**config.mk**
```make
export PLATFORM = sky130hd
export DESIGN_NAME = inst_fetch
export DESIGN_NICKNAME = d
export VERILOG_FILES = /design/src/rtl/mips_pkg.sv /design/src/rtl/next_pc_calc.sv /design/src/rtl/inst_fetch.sv
export SDC_FILE = /design/constraint.sdc
export NUM_CORES = 1
export LEC_CHECK = 0
export CAP_MARGIN = 10
export CORE_ASPECT_RATIO = 1.4
export CORE_MARGIN = 1
export CORE_UTILIZATION = 25
export DETAILED_ROUTE_END_ITERATION = 7
export PLACE_DENSITY = 0.51
export SETUP_SLACK_MARGIN = 0.3
export SLEW_MARGIN = 20
export SYNTH_ARGS = -nofsm -noshare
export SYNTH_HDL_FRONTEND = slang
export SYNTH_SLANG_ARGS = --single-unit
```
**constraint.sdc**
```tcl
create_clock -name clk -period 8.1 [get_ports clk]
set_input_delay 1.62 -clock clk [delete_from_list [all_inputs] [get_ports clk]]
set_output_delay 1.62 -clock clk [all_outputs]
set_load 0.05 [all_outputs]
```
**src/rtl/mips_pkg.sv**
```systemverilog
// rtl/mips_pkg.sv - shared MIPS core constants, PCSrc encodings and fetch FSM states
package mips_pkg;

  localparam logic [1:0] PCSRC_SEQ  = 2'b00;
  localparam logic [1:0] PCSRC_JUMP = 2'b01;
  localparam logic [1:0] PCSRC_JR   = 2'b10;
  localparam logic [1:0] PCSRC_RSVD = 2'b11;

  localparam logic [5:0] OP_RTYPE = 6'h00;
  localparam logic [5:0] OP_J     = 6'h02;
  localparam logic [5:0] OP_JAL   = 6'h03;
  localparam logic [5:0] OP_BEQ   = 6'h04;
  localparam logic [5:0] OP_ADDI  = 6'h08;
  localparam logic [5:0] OP_LW    = 6'h23;
  localparam logic [5:0] OP_SW    = 6'h2B;

  localparam logic [31:0] RESET_PC_DEFAULT = 32'h0000_0000;

  typedef enum logic [1:0] {
    IDLE  = 2'd0,
    FETCH = 2'd1,
    WAIT  = 2'd2,
    EXEC  = 2'd3
  } fetchState_t;

endpackage

```
**src/rtl/next_pc_calc.sv**
```systemverilog
// rtl/next_pc_calc.sv - combinational next-PC selection for sequential, branch, jump and jr flow
module next_pc_calc
  import mips_pkg::*;
(
  input  logic [31:0] pc_plus4,
  input  logic [31:0] instr,
  input  logic [1:0]  PCSrc,
  input  logic        Branch,
  input  logic        Zero,
  input  logic [31:0] jr_target,
  output logic [31:0] next_pc,
  output logic        misalign
);

  logic [31:0] branchOffset;

  assign branchOffset = {{14{instr[15]}}, instr[15:0], 2'b00};

  always_comb begin
    next_pc  = pc_plus4;
    misalign = 1'b0;
    case (PCSrc)
      PCSRC_SEQ: begin
        if (Branch && Zero) next_pc = pc_plus4 + branchOffset;
      end
      PCSRC_JUMP: next_pc = {pc_plus4[31:28], instr[25:0], 2'b00};
      PCSRC_JR: begin
        // Low bits are dropped so fetch stays word aligned; the fault is flagged instead.
        next_pc  = {jr_target[31:2], 2'b00};
        misalign = |jr_target[1:0];
      end
      default: next_pc = pc_plus4;
    endcase
  end

endmodule

```
**src/rtl/inst_fetch.sv**
```systemverilog
// rtl/inst_fetch.sv - instruction fetch stage: PC register, imem handshake FSM, decoder fields
module inst_fetch
  import mips_pkg::*;
#(
  parameter logic [31:0] RESET_PC = RESET_PC_DEFAULT
) (
  input  logic        clk,
  input  logic        reset,
  output logic        imem_req,
  output logic [31:0] imem_addr,
  input  logic        imem_ready,
  input  logic        imem_rvalid,
  input  logic [31:0] imem_rdata,
  output logic [31:0] instr,
  output logic [5:0]  OpCode,
  output logic [5:0]  Funct,
  output logic        instr_valid,
  output logic [31:0] pc,
  output logic [31:0] pc_plus4,
  input  logic        retire,
  input  logic [1:0]  PCSrc,
  input  logic        Branch,
  input  logic        Zero,
  input  logic [31:0] jr_target,
  output logic        pc_misalign
);

  fetchState_t state, stateNext;
  logic [31:0] nextPc;
  logic        jrMisalign;

  assign pc_plus4  = pc + 32'd4;
  assign imem_addr = pc;
  assign OpCode    = instr[31:26];
  assign Funct     = instr[5:0];

  next_pc_calc u_next_pc_calc (
    .pc_plus4  (pc_plus4),
    .instr     (instr),
    .PCSrc     (PCSrc),
    .Branch    (Branch),
    .Zero      (Zero),
    .jr_target (jr_target),
    .next_pc   (nextPc),
    .misalign  (jrMisalign)
  );

  always_ff @(posedge clk or negedge reset) begin
    if (!reset) begin
      state       <= IDLE;
      pc          <= RESET_PC;
      instr       <= 32'h0;
      pc_misalign <= 1'b0;
    end else begin
      state <= stateNext;
      if (state == WAIT && imem_rvalid) instr <= imem_rdata;
      if (state == EXEC && retire) begin
        pc <= nextPc;
        if (jrMisalign) pc_misalign <= 1'b1;
      end
    end
  end

  always_comb begin
    stateNext   = state;
    imem_req    = 1'b0;
    instr_valid = 1'b0;
    case (state)
      IDLE:  stateNext = FETCH;
      FETCH: begin
        imem_req = 1'b1;
        if (imem_ready) stateNext = WAIT;
      end
      WAIT: begin
        if (imem_rvalid) stateNext = EXEC;
      end
      EXEC: begin
        instr_valid = 1'b1;
        if (retire) stateNext = FETCH;
      end
      default: stateNext = IDLE;
    endcase
  end

endmodule

```
==> metrics.md <==
| Metric | Value |
|---|---|
| Status | complete, no violations |
| Vias | 6,489 |
| Hold Fails Final Rpt | 0 |
| DR WL/cell | 20.69 µm |
| Max_cap viols | 0 |
| DRC errors left | 0 |
| Fin cells | 1,251 |
| Most frequent cells in the layout | clkdlybuf4s50_1, nand2_1, dfrtp_1 |
| Die X-Extent | 136.2 µm |
| CP required | 6.48 ns |
| Synthesis-to-finish area growth | 37.67% |
| Chip height | 189.8 µm |
| RSZ-0062 raised after global routing | no |
| Register-to-register path setup slack | 3.32 ns |
| ANT nets after route | 0 |
| Most common flop cell mapped by yosys | dfrtp_1 |
| Flops & latches, synth | 65 |
| Hold Path Stages | 1 |
| Fraction of the cycle the final worst path needs | 67.56% |
| Post-CTS resize count | 0 |
| Min-delay worst type | flip-flop to flip-flop |
| Worst-Skew Late Latency | 0.36 ns |
| Fmax | 182.7 MHz |
| Post-Syn Area | 6301 µm² |
| Post-synth cell types | 73 |
| Setup repair bufs after CTS | 0 |
| Die ar. | 25,850 µm² |
| Post-CTS Hold Buffers | 0 |
| CP max FO | 9 |
| Number of CTS-inserted buffers | 9 |
| CTS Sinks | 65 |
| Max Root-Sink Buffers | 2 |
| Clock transition at the registers of the reported paths | 0.07 ns |
| Starting DRT DRC Count | 379 |
| Worst Setup Path Type | flip-flop to output port |
| Final Slew Violations | 0 |
| Initial antenna violation count | 0 |
| Vias in the first global route | 6,266 |
| Vias per Instance | 5.187 |
| GP Congestion | 0.8760 |
| Crit path DAT | 3.85 ns |
| Starting Density | 25.54% |
| Post-synth EDFFs | 0 |
| Layout cell share with drive strength beyond 1 | 7.479% |
| Worst-margin pin slew | 1.027 ns |
| Async SR Flop Fraction | 100.0% |
| Aggregate global routing overflow | 0 |
| DP Wirelength | 19,700 µm |
| H-tree Lvls | 3 |
| RR Endpoint | imem_addr[29]$_DFFE_PN0P_ |
| Worst Hold End | pc_misalign$_DFFE_PN0P_ |
| Total wire length | 25,890 µm |
| # diodes | 0 |
| Synth Instances | 785 |
| Final Setup Violations | 0 |
| Slowest CP cell | clkdlybuf4s50_1 |
| Num rows | 68 |
| Fin crit period | 5.472 ns |
| First-pass GRT wire length | 38,570 µm |
| Sequential area share after synthesis | 25.81% |
| Pre-antenna DRT Iters | 5 |
| # IOs | 216 |
| Number of I/O port buffers | 209 |
| Max stage delay on crit path | 0.89 ns |
| CORE AREA | 24,670 µm² |
| Worst rel slew slack | 31.51% |
| Most common cell after layout, fill and taps aside | clkdlybuf4s50_1 |
| Final setup TNS | 0 ns |
| Final Skew | 0.01202 ns |
| Root Driver | clkbuf_16 |
| Total GRT Usage | 20.36% |
| Syn Area/Cell | 8.027 µm² |
| Critical path, cell by cell | and4_1 -> nand4_1 -> nor3_1 -> nand2_1 -> nor2_1 -> xor2_1 -> clkdlybuf4s50_1 |
| Critical path launch point type | flip-flop |
| Synth warnings | 0 |
| Reg2Reg Depth | 13 |
| RR Startpoint | imem_addr[4]$_DFFE_PN0P_ |
| Hold_sp | pc_misalign$_DFFE_PN0P_ |
| Pin count of the biggest net entering global routing | 66 |
| CTS tree | yes |
| Crit end category | output port |
| Hold Worst Slack | 0.4893 ns |
| Placed cells | 1,235 |
| NumNets Final | 1,043 |
-- area by class of cell --
cell class,instances,area [µm²]
well taps,315,394.1
flip-flops and latches,65,1627
repair buffers,217,2145
fillers,2582,16000
clock inverters,6,92.59
inverters,29,108.9
multi-input cells,609,4079
clock buffers,10,229.0
-- critical path, delay by kind of cell, from the launching register on --
| family | cells | cell delay [ns] |
|---|---|---|
| XOR/XNOR | 1 | 0.28 |
| flip-flops | 1 | 0.52 |
| buffers and inverters | 1 | 0.89 |
| AND/OR/NAND/NOR | 5 | 1.79 |
-- flip-flops by register name, summed over array words and instances, names as in the netlist --
signal and flops:
instr 32, imem_addr 30, pc_misalign 1, state 2
-- how the worst max path moves through the flow --
stage                                         start                         to  depth (start not counted)
after floorplan           imem_addr[10]$_DFFE_PN0P_  imem_addr[30]$_DFFE_PN0P_                         14
after global placement     imem_addr[4]$_DFFE_PN0P_               pc_plus4[30]                          7
after detailed placement   imem_addr[4]$_DFFE_PN0P_               pc_plus4[30]                          7
after CTS                  imem_addr[4]$_DFFE_PN0P_               pc_plus4[30]                          7
after global routing       imem_addr[4]$_DFFE_PN0P_               pc_plus4[30]                          7
final                      imem_addr[4]$_DFFE_PN0P_               pc_plus4[30]                          7
-- layer usage --
metal | routed length [µm] | part of all wire, % | global-route usage (%) | up-vias
met5 | 0 | 0 | 0 | -
met4 | 861 | 3.3 | 8.590 | 0
met3 | 1498 | 5.8 | 3.944 | 47
met2 | 13260 | 51 | 34.99 | 228
met1 | 10270 | 40 | 24.39 | 3112
li1 | - | - | - | 3102
-- synth_stat cells, types with 6 or more instances --
cell type  instances  share of area, %
nand2_1           89               5.3
dfrtp_1           65                26
nor2_1            57               3.4
o21ai_0           55               4.4
a21oi_1           52               4.1
buf_4             49               5.8
ha_1              38               7.5
mux2_2            32               5.7
inv_1             29               1.7
clkbuf_1          26               1.5
xnor2_1           24               3.3
nor3_1            22               1.7
nand3_1           20               1.6
and3_1            18               1.8
xor2_1            18               2.5
a21o_1            16               1.9
a31oi_1           11               1.1
a221oi_1          10               1.4
buf_1             10              0.60
a22oi_1            8              0.95
nand4_1            8              0.79
o211ai_1           8              0.95
nand2b_1           7              0.69
o21a_1             7              0.83
or3_1              7              0.69
a311oi_1           6              0.83
-- logic make-up after synthesis --
group	Yosys count	synth area share, %
DFF	65	25.81
xor gates and xnor gates	43	6.096
other	1	0.05951
muxes	39	7.228
buffers and inverters	116	9.869
and+or+nand+nor	256	19.46
adders and majority gates	39	7.863
AOI/OAI and AO/OA	226	23.61
-- stage by stage --
step	util (%)	area, µm²	worst slack [ns]
finish	35.16	8675	2.628
global route	35.16	8675	2.438
CTS	35.16	8675	2.597
detailed placement	33.85	8353	3.035
global placement	33.85	8353	3.136
floorplan	-	6320	3.254
Power is left out: the tool's default activity adds up to more than one toggle a clock period on the data nets, which glitch-free logic cannot reach.
